$ cat config.mk
export PLATFORM = sky130hd
export DESIGN_NAME = op_unit_pipe
export DESIGN_NICKNAME = d
export VERILOG_FILES = /design/src/rtl/op_unit_pipe.sv
export SDC_FILE = /design/constraint.sdc
export NUM_CORES = 1
export LEC_CHECK = 0
export ABC_AREA = 1
export CAP_MARGIN = 20
export CORE_MARGIN = 1.5
export CORE_UTILIZATION = 45
export DETAILED_ROUTE_END_ITERATION = 7
export PLACE_DENSITY = 0.77
export SYNTH_ARGS = -nofsm -noshare
export SYNTH_HDL_FRONTEND = slang
export SYNTH_SLANG_ARGS = --single-unit
$ cat constraint.sdc
create_clock -name clk -period 2.25 [get_ports clk]
set_input_delay 0.675 -clock clk [delete_from_list [all_inputs] [get_ports clk]]
set_output_delay 0.675 -clock clk [all_outputs]
set_load 0.01 [all_outputs]
$ cat src/rtl/op_unit_pipe.sv
// op_unit_pipe: two-stage streaming op selector with a running accumulator.
// Stage 1 latches the operand and op code. Stage 2 computes the result and
// holds it until the consumer takes it. The accumulator is committed only on
// the stage-1 -> stage-2 move, so a stalled op can never add twice.
module op_unit_pipe #(
  parameter int WIDTH = 8
) (
  input  logic             clk,
  input  logic             rst_n,
  input  logic             in_valid,
  output logic             in_ready,
  input  logic [WIDTH-1:0] a,
  input  logic [2:0]       sel,
  output logic             out_valid,
  input  logic             out_ready,
  output logic [WIDTH-1:0] out,
  output logic             acc_ovf,
  output logic             op_err
);

  localparam int H = WIDTH / 2;

  localparam logic [2:0] OP_ADDH   = 3'd0;
  localparam logic [2:0] OP_ODD    = 3'd1;
  localparam logic [2:0] OP_DIV4   = 3'd2;
  localparam logic [2:0] OP_NEG    = 3'd3;
  localparam logic [2:0] OP_ACC    = 3'd4;
  localparam logic [2:0] OP_ACCCLR = 3'd5;
  localparam logic [2:0] OP_PASS   = 3'd6;

  logic             r_s1_valid;
  logic [WIDTH-1:0] r_s1_a;
  logic [2:0]       r_s1_sel;
  logic             r_out_valid;
  logic [WIDTH-1:0] r_out;
  logic             r_op_err;
  logic [WIDTH-1:0] r_acc;
  logic             r_acc_ovf;

  logic             w_adv2;
  logic             w_in_fire;
  logic             w_move;
  logic [H:0]       w_addh;
  logic [WIDTH:0]   w_sum;
  logic [WIDTH-1:0] w_res;
  logic             w_err;
  logic [WIDTH-1:0] w_acc_nxt;
  logic             w_ovf_nxt;

  // Stage 2 can take new data when empty or being drained this cycle.
  assign w_adv2    = !r_out_valid || out_ready;
  assign in_ready  = !r_s1_valid || w_adv2;
  assign w_in_fire = in_valid && in_ready;
  assign w_move    = r_s1_valid && w_adv2;

  assign w_addh = {1'b0, r_s1_a[H-1:0]} + {1'b0, r_s1_a[WIDTH-1:H]};
  assign w_sum  = {1'b0, r_acc} + {1'b0, r_s1_a};

  assign out_valid = r_out_valid;
  assign out       = r_out;
  assign op_err    = r_op_err;
  assign acc_ovf   = r_acc_ovf;

  // Result and next accumulator state for the op sitting in stage 1.
  always_comb begin
    w_res     = '0;
    w_err     = 1'b0;
    w_acc_nxt = r_acc;
    w_ovf_nxt = r_acc_ovf;
    case (r_s1_sel)
      OP_ADDH: w_res = WIDTH'(w_addh);
      OP_ODD:  w_res = WIDTH'(r_s1_a[0]);
      OP_DIV4: w_res = r_s1_a >> 2;
      OP_NEG:  w_res = '0 - r_s1_a;
      OP_ACC: begin
        w_acc_nxt = w_sum[WIDTH-1:0];
        w_ovf_nxt = r_acc_ovf | w_sum[WIDTH];
        w_res     = w_sum[WIDTH-1:0];
      end
      OP_ACCCLR: begin
        w_res     = r_acc;
        w_acc_nxt = '0;
        w_ovf_nxt = 1'b0;
      end
      OP_PASS: w_res = r_s1_a;
      default: w_err = 1'b1;
    endcase
  end

  // Stage 1: capture on input transfer, empty when handed to stage 2.
  always_ff @(posedge clk or negedge rst_n) begin
    if (!rst_n) begin
      r_s1_valid <= 1'b0;
      r_s1_a     <= '0;
      r_s1_sel   <= '0;
    end else if (w_in_fire) begin
      r_s1_valid <= 1'b1;
      r_s1_a     <= a;
      r_s1_sel   <= sel;
    end else if (w_move) begin
      r_s1_valid <= 1'b0;
    end
  end

  // Stage 2: load result on move, hold it while the consumer stalls.
  always_ff @(posedge clk or negedge rst_n) begin
    if (!rst_n) begin
      r_out_valid <= 1'b0;
      r_out       <= '0;
      r_op_err    <= 1'b0;
    end else if (w_move) begin
      r_out_valid <= 1'b1;
      r_out       <= w_res;
      r_op_err    <= w_err;
    end else if (r_out_valid && out_ready) begin
      r_out_valid <= 1'b0;
    end
  end

  // Accumulator commits exactly once, when its op enters stage 2.
  always_ff @(posedge clk or negedge rst_n) begin
    if (!rst_n) begin
      r_acc     <= '0;
      r_acc_ovf <= 1'b0;
    end else if (w_move) begin
      r_acc     <= w_acc_nxt;
      r_acc_ovf <= w_ovf_nxt;
    end
  end

endmodule

== Yosys cells after proc, flatten, opt, wreduce, memory -nomap -nowiden ==
Cells that the tools add are included.
Word-level totals
  register bits after elaboration: 31
  bits of input ports: 15
  output and inout port bits: 12
  word-level logic and storage cells: 39
Operators by class
  $add $sub $neg: 3
  equal/unequal tests: 6
  multiplexer cells: 8
  bitwise gates (word level): 1
  reductions and logical operators: 13
Operator list (count)
  one-hot mux 8 bit (7 select lines): 1
  one-hot mux 8 bit (2 select lines): 1
  adder 8 x 8 -> 9 bit: 1
  equality test 3 bit, second input constant: 3
  subtractor 1 x 8 -> 8 bit, first input constant: 1
  OR reduction 7 bit: 1
  equality test 3 x 2 -> 1 bit, second input constant: 2
  nonzero test 2 bit: 3
  adder 4 x 4 -> 5 bit: 1
  2-to-1 mux 1 bit: 5
  equality test 3 x 1 -> 1 bit, second input constant: 1
  logical AND 1 bit: 3
  zero test 3 bit: 1
  zero test 1 bit: 2
  logical OR 1 bit: 2
  one-hot mux 1 bit (2 select lines): 1
  AND reduction 2 bit: 1
  bitwise OR 1 bit: 1

== Depth between registers and ports, before layout ==
Gate-level depths: netlist of run 1.
  depth in word-level cells: 5
  gate-level depth with buffers: 12
  mapped depth without buffers: 12

== Least setup slack after synthesis of run 1 ==
No wires, ideal clock.
  path kind: flip-flop to flip-flop
  start: register r_s1_a[4]
  end: register r_out[2], in the netlist out[2]
  setup time: 0.117 ns
  arrival: 1.615 ns
  required time: 2.133 ns
  setup slack: 0.518 ns
  stages on the path, launching flop included: 8
  path buffers: 0
  period minus slack after synthesis: 1.732 ns
  cells stage by stage: dfrtp_1 ha_1 fa_1 or2_2 a31oi_1 nand3_1 nand2_1 nand2_1
On the way
  word-level cells in the longest chain between the ends: 2
RTL lines
  start: declaration: RTL line 32  | logic [WIDTH-1:0] r_s1_a;
  start signal: assignment: RTL line 94  | r_s1_a <= '0;
  start signal: assignment: RTL line 98  | r_s1_a <= a;
  adder 4 x 4 -> 5 bit: RTL line 56  | assign w_addh = {1'b0, r_s1_a[H-1:0]} + {1'b0, r_s1_a[WIDTH-1:H]};
  one-hot mux 8 bit (7 select lines) (*): RTL line 70  | case (r_s1_sel)
  end signal: assignment: RTL line 113  | r_out <= w_res;
  end: declaration: RTL line 35  | logic [WIDTH-1:0] r_out;
Every way passes the cells marked *; elsewhere a longest branch is shown, timed or not.
A chain may end at the register's enable or synchronous reset.

== Worst setup path after layout of run 1 ==
  start: input out_ready
  end: output in_ready
On the way
  word-level cells in the longest chain between the ends: 2
RTL lines
  start: declaration: RTL line 15  | input logic out_ready,
  logical OR 1 bit: RTL line 51  | assign w_adv2 = !r_out_valid || out_ready;
  logical OR 1 bit: RTL line 52  | assign in_ready = !r_s1_valid || w_adv2;
  end: declaration: RTL line 11  | output logic in_ready,
Every way passes these cells.

==> results of run 1 <==
==> cell type report <==
| class | count | area, um^2 | area share |
|---|---|---|---|
| multi-input cells | 227 | 1200 | 0.461 |
| flip-flops and latches | 31 | 776 | 0.298 |
| repair buffers | 32 | 305 | 0.117 |
| inverters | 44 | 166 | 0.0640 |
| clock buffers | 6 | 82.6 | 0.0317 |
| well taps | 54 | 67.6 | 0.0260 |
| clock inverters | 1 | 5.00 | 0.00192 |
==> report_power, final <==
group / leakage, nW / internal (W) / switching, W
clock network: 0.0470 / 0.000240 / 0.000210
registers: 0.379 / 0.000732 / 0.000163
logic: 0.902 / 0.000584 / 0.000773
==> state kept, by name, summed over array words and instances (netlist names) <==
name	flops
r_s1_a	8
op_err	1
out	8
r_s1_sel	3
r_acc	8
r_s1_valid	1
out_valid	1
acc_ovf	1
==> routing by layer <==
layer / vias up / track usage / share of wire
li1: 1064 / - / -
met1: 964 / 0.307 / 0.46
met2: 62 / 0.395 / 0.48
met3: 11 / 0.0347 / 0.045
met4: 0 / 0.0818 / 0.020
met5: - / 0 / 0
==> layout by cell type (no fill, tap or decap), types with 2 or more instances in the layout <==
cell,synthesis,routed
nand2_1,88,88
inv_1,37,37
dfrtp_1,31,31
nor2_1,30,30
nand3_1,29,29
clkdlybuf4s50_1,0,25
a21oi_1,19,19
ha_1,13,13
o21ai_0,11,11
o22ai_1,8,8
inv_2,6,6
clkbuf_8,0,6
buf_4,0,6
nand4_1,5,5
nand2_2,4,4
nand3b_1,3,3
nand3_2,2,2
clkinv_2,1,2
nor2_2,2,2
or2_2,2,2
a31oi_1,2,2
fa_1,2,2
==> final timing paths <==
kind	start	to	slack, ns	depth (start not counted)
max	out_ready	in_ready	0.08	4
min reg2reg	out[7]$_DFFE_PN0P_	out[7]$_DFFE_PN0P_	0.48	2
min	out[7]$_DFFE_PN0P_	out[7]$_DFFE_PN0P_	0.48	2
min in group asynchronous	rst_n	r_acc[6]$_DFFE_PN0P_	0.78	2
max reg2reg	r_s1_a[0]$_DFFE_PN0P_	out[2]$_DFFE_PN0P_	0.25	8
max in group asynchronous	rst_n	r_acc[3]$_DFFE_PN0P_	1.18	2
==> synthesized netlist by cell type, drive strengths merged <==
cell / instances
nand2: 92
inv: 43
nor2: 33
nand3: 32
dfrtp: 31
a21oi: 20
ha: 13
o21ai: 12
o22ai: 8
nand4: 5
buf: 3
nand3b: 3
a31oi: 2
clkbuf: 2
fa: 2
or2: 2
clkinv: 1
o211ai: 1
o41ai: 1
xnor2: 1
==> cell families (layout without fill, tap and decap cells) <==
kind of cell    count (synthesis)  in the layout
simple gates                  167            167
buf+inv                        49             83
compound gates                 44             44
flops                          31             31
fa+ha+maj                      15             15
xor+xnor                        1              1
==> per-stage QoR <==
stage / TNS [ns] / utilization
floorplan: 0 / -
global placement: -0.207 / 0.536
detailed placement: -0.220 / 0.536
CTS: 0 / 0.554
global route: 0 / 0.554
finish: 0 / 0.554
==> timing repair <==
action,4_1_cts,5_1_grt
setup endpoints to repair,1,1
gates cloned,0,0
resized for setup,1,1
hold buffers,0,0
==> worst max-delay path, stage by stage <==
cell and delay, ns:
clkdlybuf4s50_1 0.45, inv_1 0.05, nand3_1 0.08, clkdlybuf4s15_1 0.24
==> impl_metrics.toml, run 1 <==
[status]
status = "finished clean"

[power_and_ir_drop]
total_power_w = 0.00270
peakVddDrop_mv = 0.646
cellPowerDensity_nw_per_um2 = 1040
p_leak_nw = 1.33

[detailed_routing]
drt_iter0_markers = 131
wire_per_inst_um = 13.7
ant_nets = 0
wl_um = 5430
drc = 0
via_count = 2101
drtPass1Iterations = 5
via_per_inst = 5.32

[cts]
clock_latency_ns = 0.29
htreeDepth = 2
cts.path.max_buffers = 2
clk_pin_slew_worst_paths_ns = 0.06
cts.sinks = 31
cts_inserted_buffers = 5
cts_tree = "built"
cts-root-buf = "clkbuf_8"
cts_setup_buffers = 0

[timing]
min_period_ns = 2.17
tightest_slew_ns = 0.408
maxSlewHeadroom = 0.727
rsz0062_at_grt = "no"
max_clock_freq_mhz = 462
setup_violations = 0
finalWorstSetupSlack_ns = 0.0847
slew_viol_final = 0
fin_skew_ns = 0.00677
hold_viol = 0
post-route-period-util = 0.962
whs_ns = 0.481

[min_path]
hold_class = "reg -> reg"

[floorplanning]
io_pins = 27
dieHeight_um = 72.4
fp.dieW_um = 72.4
die-area_um2 = 5250
coreArea_um2 = 4690
row_count = 25
initial_core_util = 0.462

[layout]
instances_no_fill = 395
drive_gt1_frac = 0.0997
final_nets = 371
n_antenna_cell = 0
fill_cells = 443
syn2layout_area_growth_pct = 19.9
final_area_um2 = 2600

[synth]
ys_seq_area_frac = 0.358
yosys-top-cells-area = "dfrtp_1 (36%), nand2_1 (15%), ha_1 (7.5%)"
syn_nets = 337
synthCells = 307
synth_cell_types = 29
yosysWarnings = 0
synth-seq-cells = 31
synthAdderAreaFrac = 0.0934
yosysTopAreaCell = "dfrtp_1"
yosys.area_share.xor_xnor = 0.00404
synth_top_family_by_area = "simple AND/OR/NAND/NOR gates"
avgSynthCellArea_um2 = 7.07
muxShareOfSynthArea = 0
syn_area_um2 = 2170
yosys.area_share.simple = 0.341
synthDominantCellAreaShare = 0.358
synth_compound_area_frac = 0.114

[placement]
portBuffers = 26
postPlaceCellArea_um2 = 2510
hpwl_um = 4180
dp_slack_ns = -0.220
gp_congestion = 0.937
dp.cells = 388

[worst_setup_path]
worst-endpoint-required_ns = 1.57
startpoint_type = "input pin"
worstPathMaxFanout = 2
critPathCaptureType = "primary output"
cp.arrival_ns = 1.49
crit_type = "in -> out"

[grt]
grt_max_degree = 32
gr-total-overflow = 0
antenna_found_initial = 0
grt_usage = 0.234
grt_pass1_vias = 2042
grt_pass1_wl_um = 9490

[run]
cap_violations = 0
Power figures use the tool's default switching activity.
==> inputs of run 2 (changes only) <==
--- a/config.mk
+++ b/config.mk
@@ -11,6 +11,7 @@
 export CORE_UTILIZATION = 45
 export DETAILED_ROUTE_END_ITERATION = 7
 export PLACE_DENSITY = 0.77
+export SKIP_CTS_REPAIR_TIMING = 1
 export SYNTH_ARGS = -nofsm -noshare
 export SYNTH_HDL_FRONTEND = slang
 export SYNTH_SLANG_ARGS = --single-unit
==> impl_metrics.toml, run 2 (same netlist as run 1, synthesis figures left out) <==
[power_and_ir_drop]
total_power_w = 0.00270
cellPowerDensity_nw_per_um2 = 1040
peakVddDrop_mv = 0.646
p_leak_nw = 1.33

[worst_setup_path]
r2r.worst_path.cells = 8
cp_slowest_stage_delay_ns = 0.45
crit_type = "in -> out"
reg2reg_to = "out[2]$_DFFE_PN0P_"
worst-endpoint-required_ns = 1.57
crit_chain = "clkdlybuf4s50_1 -> inv_1 -> nand3_1 -> dlymetal6s2s_1"
critPathCaptureType = "primary output"
cpMaxStageDelayCell = "clkdlybuf4s50_1"
startpoint_type = "input pin"
crit_buf_inv = 3
r2r_slack_ns = 0.25
cp.depth = 4
cp.arrival_ns = 1.41
timing.rr.start = "r_s1_a[0]$_DFFE_PN0P_"
worstPathMaxFanout = 2
path_delay_family = "buffers and inverters"

[placement]
hpwl_um = 4180
dp_slack_ns = -0.220
gp_congestion = 0.937
portBuffers = 26
dp.cells = 388

[detailed_routing]
ant_nets = 0
wire_per_inst_um = 13.7
via_per_inst = 5.30
drc = 0
wl_um = 5420
drt_iter0_markers = 131
via_count = 2095
drtPass1Iterations = 5

[layout]
layout_commonest_cell = "nand2_1"
fin_util = 0.555
drive_gt1_frac = 0.0997
final_nets = 371
layout_common_cells = "nand2_1 (88), inv_1 (37), dfrtp_1 (31)"
instances_no_fill = 395
syn2layout_area_growth_pct = 20.0
n_antenna_cell = 0

[cts]
cts_inserted_buffers = 5
cts.path.max_buffers = 2
htreeDepth = 2
clk_pin_slew_worst_paths_ns = 0.06
cts_tree = "built"
cts.sinks = 31
clock_latency_ns = 0.29
cts-root-buf = "clkbuf_8"

[floorplanning]
io_pins = 27
dieHeight_um = 72.4
initial_core_util = 0.462
die-area_um2 = 5250
coreArea_um2 = 4690
fp.dieW_um = 72.4
row_count = 25

[timing]
hold_viol = 0
tightest_slew_ns = 0.408
maxSlewHeadroom = 0.727
fin_skew_ns = 0.00678
finalWorstSetupSlack_ns = 0.165
rsz0062_at_grt = "no"
post-route-period-util = 0.927
setup_violations = 0
slew_viol_final = 0
min_period_ns = 2.08
max_clock_freq_mhz = 480

[grt]
grt_pass1_vias = 2042
gr-max-usage-layer = "met2"
grt_use_met2 = 0.395
grt_pass1_wl_um = 9490
grt_max_degree = 32
met3_usage = 0.0347
gr-total-overflow = 0
use_met1 = 0.307
antenna_found_initial = 0
grt_usage = 0.234

[run]
cap_violations = 0

[min_path]
hold_class = "reg -> reg"
min_to = "out[7]$_DFFE_PN0P_"
min_path_cells = 2
min_from = "out[7]$_DFFE_PN0P_"

[status]
status = "finished clean"
[run 2: cell count changes in the layout (fill, tap and decap cells not counted)]
cell,delta
clkdlybuf4s15_1,-1
dlymetal6s2s_1,+1
[run 2: layout make-up]
cell class	instances	area [um^2]
timing repair buffer	32	308
inverter	44	166
tap	54	67.6
clock buffer	6	82.6
sequential	31	776
multi-input combinational	227	1200
clock inverter	1	5.00
fill	442	2090
[run 2: tightest hold or removal path, stage by stage, from the launching register on]
cell,delay [ns]
dfrtp_1,0.34
nand2_1,0.05
nand2_1,0.06
[run 2: where the power goes]
part	total (W)	leakage, nW	internal, W	switching [W]
combinational	0.00136	0.904	0.000585	0.000772
clock	0.000449	0.0470	0.000240	0.000210
sequential	0.000895	0.379	0.000732	0.000163
total	0.00270	1.33	0.00156	0.00114
[run 2: stage by stage]
| stage | instance area (um^2) | setup TNS, ns | hold WS (ns) |
|---|---|---|---|
| floorplan | 2170 | 0 | 0.379 |
| global placement | 2510 | -0.207 | 0.466 |
| detailed placement | 2510 | -0.220 | 0.464 |
| CTS | 2600 | -0.222 | 0.483 |
| global route | 2600 | 0 | 0.494 |
| finish | 2600 | 0 | 0.481 |
[run 2: how the worst max path moves through the flow]
stage | slack (ns) | start | endpoint
after floorplan | 0.52 | r_s1_a[4]$_DFFE_PN0P_ | out[2]$_DFFE_PN0P_
after CTS | -0.22 | out_ready | in_ready
after global placement | -0.21 | out_ready | in_ready
after detailed placement | -0.22 | out_ready | in_ready
final | 0.17 | out_ready | in_ready
after global routing | 0.1 | out_ready | in_ready
[run 2: per-layer routing]
layer	wire (um)	vias up
met5	0	-
met4	106	0
met3	239	11
met2	2600	60
met1	2480	960
li1	-	1064
